<file path="src/rtl/conv_share_arb.sv">
// conv_share_arb
//   Two requesters share one streaming convolution engine. A transaction is
//   X input beats from the granted requester, forwarded to the engine,
//   followed by N = X-F+1 result beats routed back to that requester.
//   Nothing is buffered: every path is a combinational pass-through gated by
//   the FSM state and the current owner. When both requesters ask at once,
//   the grant alternates.
//
// Ports
//   clk, reset            clock, synchronous active-high reset
//   sN_x_data_i/valid_i   requester N input stream (ready: sN_x_ready_o)
//   sN_y_data_o/valid_o   requester N result stream (ready: sN_y_ready_i)
//   e_x_*                 input stream toward the shared engine
//   e_y_*                 result stream from the shared engine
//   owner_o               current / last granted requester
//   busy_o                high while a transaction is in progress

// Per-requester steering: forwards this requester's streams to or from the
// engine only while it owns the engine in the matching phase, and drives
// zeros otherwise so the top level can OR the lanes together.
module conv_share_lane #(
  parameter int W = 8
) (
  input  logic         sel_load_i,
  input  logic         sel_drain_i,
  input  logic [W-1:0] x_data_i,
  input  logic         x_valid_i,
  output logic         x_ready_o,
  output logic [W-1:0] y_data_o,
  output logic         y_valid_o,
  input  logic         y_ready_i,
  input  logic         e_x_ready_i,
  input  logic [W-1:0] e_y_data_i,
  input  logic         e_y_valid_i,
  output logic [W-1:0] e_x_data_o,
  output logic         e_x_valid_o,
  output logic         e_y_ready_o
);
  assign x_ready_o   = sel_load_i & e_x_ready_i;
  assign e_x_data_o  = sel_load_i ? x_data_i : '0;
  assign e_x_valid_o = sel_load_i & x_valid_i;

  assign y_data_o    = sel_drain_i ? e_y_data_i : '0;
  assign y_valid_o   = sel_drain_i & e_y_valid_i;
  assign e_y_ready_o = sel_drain_i & y_ready_i;
endmodule

module conv_share_arb #(
  parameter int X = 16,
  parameter int F = 4,
  parameter int W = 8
) (
  input  logic         clk,
  input  logic         reset,
  input  logic [W-1:0] s0_x_data_i,
  input  logic         s0_x_valid_i,
  output logic         s0_x_ready_o,
  output logic [W-1:0] s0_y_data_o,
  output logic         s0_y_valid_o,
  input  logic         s0_y_ready_i,
  input  logic [W-1:0] s1_x_data_i,
  input  logic         s1_x_valid_i,
  output logic         s1_x_ready_o,
  output logic [W-1:0] s1_y_data_o,
  output logic         s1_y_valid_o,
  input  logic         s1_y_ready_i,
  output logic [W-1:0] e_x_data_o,
  output logic         e_x_valid_o,
  input  logic         e_x_ready_i,
  input  logic [W-1:0] e_y_data_i,
  input  logic         e_y_valid_i,
  output logic         e_y_ready_o,
  output logic         owner_o,
  output logic         busy_o
);
  localparam int NUM_LANES = 2;
  localparam int N  = X - F + 1;
  localparam int CW = $clog2(X + 1);
  localparam logic [CW-1:0] X_LAST = CW'(X - 1);
  localparam logic [CW-1:0] N_LAST = CW'(N - 1);

  typedef enum logic [1:0] {S_IDLE, S_LOAD, S_DRAIN} state_t;

  state_t        state_q, state_d;
  logic          owner_q, owner_d;
  logic          prio_q, prio_d;
  logic [CW-1:0] in_cnt_q, in_cnt_d;
  logic [CW-1:0] out_cnt_q, out_cnt_d;

  logic [NUM_LANES-1:0][W-1:0] x_data, y_data, ex_data;
  logic [NUM_LANES-1:0]        x_valid, x_ready, y_valid, y_ready;
  logic [NUM_LANES-1:0]        ex_valid, ey_ready, sel_load, sel_drain;
  logic                        in_fire, out_fire;

  assign x_data  = {s1_x_data_i, s0_x_data_i};
  assign x_valid = {s1_x_valid_i, s0_x_valid_i};
  assign y_ready = {s1_y_ready_i, s0_y_ready_i};

  assign s0_x_ready_o = x_ready[0];
  assign s1_x_ready_o = x_ready[1];
  assign s0_y_data_o  = y_data[0];
  assign s1_y_data_o  = y_data[1];
  assign s0_y_valid_o = y_valid[0];
  assign s1_y_valid_o = y_valid[1];

  for (genvar g = 0; g < NUM_LANES; g++) begin : g_lane
    assign sel_load[g]  = (state_q == S_LOAD)  && (owner_q == 1'(g));
    assign sel_drain[g] = (state_q == S_DRAIN) && (owner_q == 1'(g));

    conv_share_lane #(.W(W)) u_lane (
      .sel_load_i  (sel_load[g]),
      .sel_drain_i (sel_drain[g]),
      .x_data_i    (x_data[g]),
      .x_valid_i   (x_valid[g]),
      .x_ready_o   (x_ready[g]),
      .y_data_o    (y_data[g]),
      .y_valid_o   (y_valid[g]),
      .y_ready_i   (y_ready[g]),
      .e_x_ready_i (e_x_ready_i),
      .e_y_data_i  (e_y_data_i),
      .e_y_valid_i (e_y_valid_i),
      .e_x_data_o  (ex_data[g]),
      .e_x_valid_o (ex_valid[g]),
      .e_y_ready_o (ey_ready[g])
    );
  end

  // At most one lane is selected, the others drive zero, so OR is a mux.
  always_comb begin
    e_x_data_o  = '0;
    e_x_valid_o = 1'b0;
    e_y_ready_o = 1'b0;
    for (int i = 0; i < NUM_LANES; i++) begin
      e_x_data_o  = e_x_data_o | ex_data[i];
      e_x_valid_o = e_x_valid_o | ex_valid[i];
      e_y_ready_o = e_y_ready_o | ey_ready[i];
    end
  end

  assign in_fire  = e_x_valid_o & e_x_ready_i;
  assign out_fire = e_y_valid_i & e_y_ready_o;

  always_comb begin
    state_d   = state_q;
    owner_d   = owner_q;
    prio_d    = prio_q;
    in_cnt_d  = in_cnt_q;
    out_cnt_d = out_cnt_q;
    unique case (state_q)
      S_IDLE: begin
        if (|x_valid) begin
          // Contention resolved by prio; a lone request wins outright.
          owner_d = (&x_valid) ? prio_q : x_valid[1];
          state_d = S_LOAD;
        end
      end
      S_LOAD: begin
        if (in_fire) begin
          if (in_cnt_q == X_LAST) begin
            in_cnt_d = '0;
            state_d  = S_DRAIN;
          end else begin
            in_cnt_d = in_cnt_q + 1'b1;
          end
        end
      end
      S_DRAIN: begin
        if (out_fire) begin
          if (out_cnt_q == N_LAST) begin
            out_cnt_d = '0;
            prio_d    = ~owner_q;   // the other requester wins the next tie
            state_d   = S_IDLE;
          end else begin
            out_cnt_d = out_cnt_q + 1'b1;
          end
        end
      end
      default: state_d = S_IDLE;
    endcase
  end

  always_ff @(posedge clk) begin
    if (reset) begin
      state_q   <= S_IDLE;
      owner_q   <= 1'b0;
      prio_q    <= 1'b0;
      in_cnt_q  <= '0;
      out_cnt_q <= '0;
    end else begin
      state_q   <= state_d;
      owner_q   <= owner_d;
      prio_q    <= prio_d;
      in_cnt_q  <= in_cnt_d;
      out_cnt_q <= out_cnt_d;
    end
  end

  assign owner_o = owner_q;
  assign busy_o  = (state_q != S_IDLE);
endmodule

</file>
<file path="config.mk">
export PLATFORM = sky130hd
export DESIGN_NAME = conv_share_arb
export DESIGN_NICKNAME = d
export VERILOG_FILES = /design/src/rtl/conv_share_arb.sv
export SDC_FILE = /design/constraint.sdc
export NUM_CORES = 1
export LEC_CHECK = 0
export ABC_CLOCK_PERIOD_IN_PS = 1700
export BUFFER_PORTS_ARGS = -buffer_cell sky130_fd_sc_hd__buf_4
export CORE_MARGIN = 2
export CORE_UTILIZATION = 43
export CTS_CLUSTER_DIAMETER = 200
export DETAILED_ROUTE_END_ITERATION = 6
export GPL_TIMING_DRIVEN = 0
export HOLD_SLACK_MARGIN = 0.1
export PLACE_DENSITY = 0.84
export REMOVE_ABC_BUFFERS = 1
export SLEW_MARGIN = 20
export SYNTH_ARGS = -nofsm -noshare
export SYNTH_HDL_FRONTEND = slang
export SYNTH_SLANG_ARGS = --single-unit
</file>
<file path="constraint.sdc">
create_clock -name clk -period 1.7 [get_ports clk]
set_input_delay 0.085 -clock clk [delete_from_list [all_inputs] [get_ports clk]]
set_output_delay 0.085 -clock clk [all_outputs]
set_load 0.03 [all_outputs]
</file>
==> reports/qor.yml <==
clocking:
  cts.reportedPaths.clkPinSlew_ns: 0.09
  root_buffer: "clkbuf_4"
  cts_sinks: 14
  htreeDepth: 1
  clkLatencyLatePin_ns: 0.29
  cts_tree: "done"
  clockBufferDepth: 2
  cts_buffers: 3
route:
  drtIter0Drc: 26
  met3_length_um: 156
  wire_per_inst_um: 13.5
  vias: 1237
  drc: 0
  ant_nets: 0
  m1WireLength_um: 1290
  vias_per_cell: 5.45
  top_layer: "met4"
  met2_wirelength_um: 1570
  drt-total-wl_um: 3060
  first_pass_iters: 4
final_layout:
  fin_util: 0.739
  diodes: 0
  drive_above_1_share: 0.427
  postLayoutCellArea_um2: 1670
  syn_to_final_growth_pct: 58.3
  fin_nets: 235
timing:
  clock-skew-final_ns: 0.00445
  fmax_ghz: 0.604
  worstMarginPinSlew_ns: 0.414
  hold_ws_ns: 0.0986
  drv_slew: 0
  setup_viol: 0
  tns_ns: 0
  fin_crit_sh: 0.974
  hold_viol_final: 0
  slew_headroom: 0.722
  period_needed_ns: 1.66
power:
  clockPowerShare: 0.299
  power_density_nw_per_um2: 496
  p_switching_mw: 0.246
  leakagePower_nw: 0.755
  peakVddDrop_v: 0.000368
  internal-power_mw: 0.579
  combPwrFrac: 0.278
  seq_power_share: 0.423
  power.total_mw: 0.825
  switching_share: 0.298
hold_path:
  hp-class: "in2reg"
  min_from: "e_y_valid_i"
  hold_depth: 3
  holdPathEnd: "out_cnt_q[1]$_SDFFE_PP0P_"
logic_synthesis:
  synth_edf_count: 0
  synth_top_cell_by_area: "dfxtp_1"
  synth_top_flop_cell: "dfxtp_1"
  ys_types: 37
  netlist_instances: 133
  ys_seq_area_frac: 0.266
  synth_area_leaders: "dfxtp_1 (27%), mux2i_1 (9.5%), o31ai_1 (5.0%), and2_1 (4.8%), and3_1 (4.8%)"
  yosysWarnings: 0
  synthArstFlopShare: 0
  synth_seq_cells: 14
  syn_area_um2: 1050
  netlist.area_leader.share: 0.266
  avgSynthCellArea_um2: 7.91
critical_path:
  end_kind: "flip-flop"
  crit_type: "reg2reg"
  rrSetupSlack_ns: 0.04
  rr_endpoint: "state_q[1]$_SDFFE_PP0P_"
  critical_path_required_ns: 1.92
  reg2regPathDepth: 4
  worstPathArrival_ns: 1.87
  timing.rr.start: "state_q[0]$_SDFFE_PP0P_"
  crit_fanout: 10
  start_kind: "flip-flop"
global_routing:
  grt_pass1_vias: 1145
  antenna_found_initial: 0
  grt_max_degree: 25
  grt-ovfl-total: 0
  grt_pass1_wl_um: 4530
  track_usage: 0.209
floorplanning:
  start_util: 0.467
  io_pins: 64
  rows: 17
  die_width_um: 53.5
  coreArea_um2: 2250
  die_area_um2: 2860
  die_h_um: 53.5
placed_design:
  port_buffers: 63
  gp_congestion: 0.728
  place_area_um2: 1510
  dp_hpwl_um: 2200
run_status:
  status: "complete, no violations"
run:
  cap_violations: 0
## metal layers
metal,up-vias,global-route usage
met2,46,0.381
li1,615,-
met3,5,0.0226
met5,-,0
met4,0,0.0812
met1,571,0.245
## power groups by stage
stage	Combinational, mW	Clock [mW]	Sequential [mW]
final	0.229	0.247	0.349
after global routing	0.245	0.267	0.351
after detailed placement	0.197	0	0.355
after floorplan	0.0933	0	0.353
after global placement	0.193	0	0.354
after CTS	0.209	0.247	0.348
## flip-flops by register name, indices dropped and copies added (netlist names)
register / cells
in_cnt_q: 5
out_cnt_q: 5
state_q: 2
owner_o: 1
prio_q: 1
## per-stage QoR
step,setup slack (ns),instances
5_1_grt,-0.0158,227
3_5_place_dp,-0.578,214
3_3_place_gp,-0.517,214
6_report,0.0449,227
2_1_floorplan,-0.468,123
4_1_cts,0.00367,220
## synth_stat cells (2+ instances only)
cell and count:
nand3_1 3, nor3_1 5, and2_1 8, nand2_1 3, dfxtp_1 14, nand2b_1 4
inv_1 8, or4_1 5, o31ai_1 7, nand4_1 2, o21ai_0 3, ha_1 3
mux2i_1 10, nor2_1 13, nand3b_1 3, a21oi_1 9, clkbuf_1 4, and3_1 8
buf_2 3
## logic make-up (layout without fill, tap and decap cells)
| family | after synthesis | count (layout) | share of synthesized area |
|---|---|---|---|
| mux | 11 | 11 | 0.106 |
| fa+ha+maj | 3 | 3 | 0.0357 |
| flops | 14 | 14 | 0.266 |
| buf+inv | 18 | 84 | 0.0785 |
| simple gates | 61 | 61 | 0.344 |
| compound gates | 26 | 26 | 0.170 |
## layout by cell type, fill, tap and decap left out, types with 2 or more instances in the layout
cell	count
nor2_1	13
nand4_1	2
o31ai_1	7
nor3_1	5
clkbuf_4	3
a21oi_1	9
and3_1	8
nand3_1	3
mux2i_4	2
o21ai_0	3
and2_1	8
dlygate4sd3_1	2
mux2i_1	8
nand2b_1	4
inv_1	7
or4_1	5
dfxtp_1	13
nand3b_1	3
nand2_1	3
buf_4	70
ha_1	3
## worst max-delay path: stages, from the launching register on
cell and delay [ns]:
dfxtp_1 0.52, nand3b_1 0.16, buf_4 0.20, or4_1 0.54, o22ai_1 0.15
## how the worst max path moves through the flow
stage / from / slack [ns] / endpoint / cells after the start
2_1_floorplan: owner_o$_SDFFE_PP0P_ / -0.47 / out_cnt_q[3]$_SDFFE_PP0P_ / 3
3_3_place_gp: owner_o$_SDFFE_PP0P_ / -0.52 / out_cnt_q[3]$_SDFFE_PP0P_ / 3
3_5_place_dp: owner_o$_SDFFE_PP0P_ / -0.58 / out_cnt_q[3]$_SDFFE_PP0P_ / 3
4_1_cts: state_q[0]$_SDFFE_PP0P_ / 0.004 / in_cnt_q[2]$_SDFFE_PP0P_ / 3
5_1_grt: state_q[0]$_SDFFE_PP0P_ / -0.02 / state_q[1]$_SDFFE_PP0P_ / 4
6_report: state_q[0]$_SDFFE_PP0P_ / 0.04 / state_q[1]$_SDFFE_PP0P_ / 4
## area by class of cell
| type | instances | area (µm²) |
|---|---|---|
| fill | 166 | 589 |
| multi-input combinational | 101 | 734 |
| clock buffer | 4 | 36.3 |
| timing repair buffer | 72 | 546 |
| sequential | 14 | 284 |
| tap | 28 | 35.0 |
| inverter | 8 | 30.0 |
## what timing repair did
item,4_1_cts,5_1_grt
resized for setup,7,3
pin swaps,0,1
endpoints found under the hold margin,7,0
setup endpoints to repair,42,18
buffers inserted,0,7
hold buffers,2,0
No activity file was read; power rests on OpenSTA's default activity.
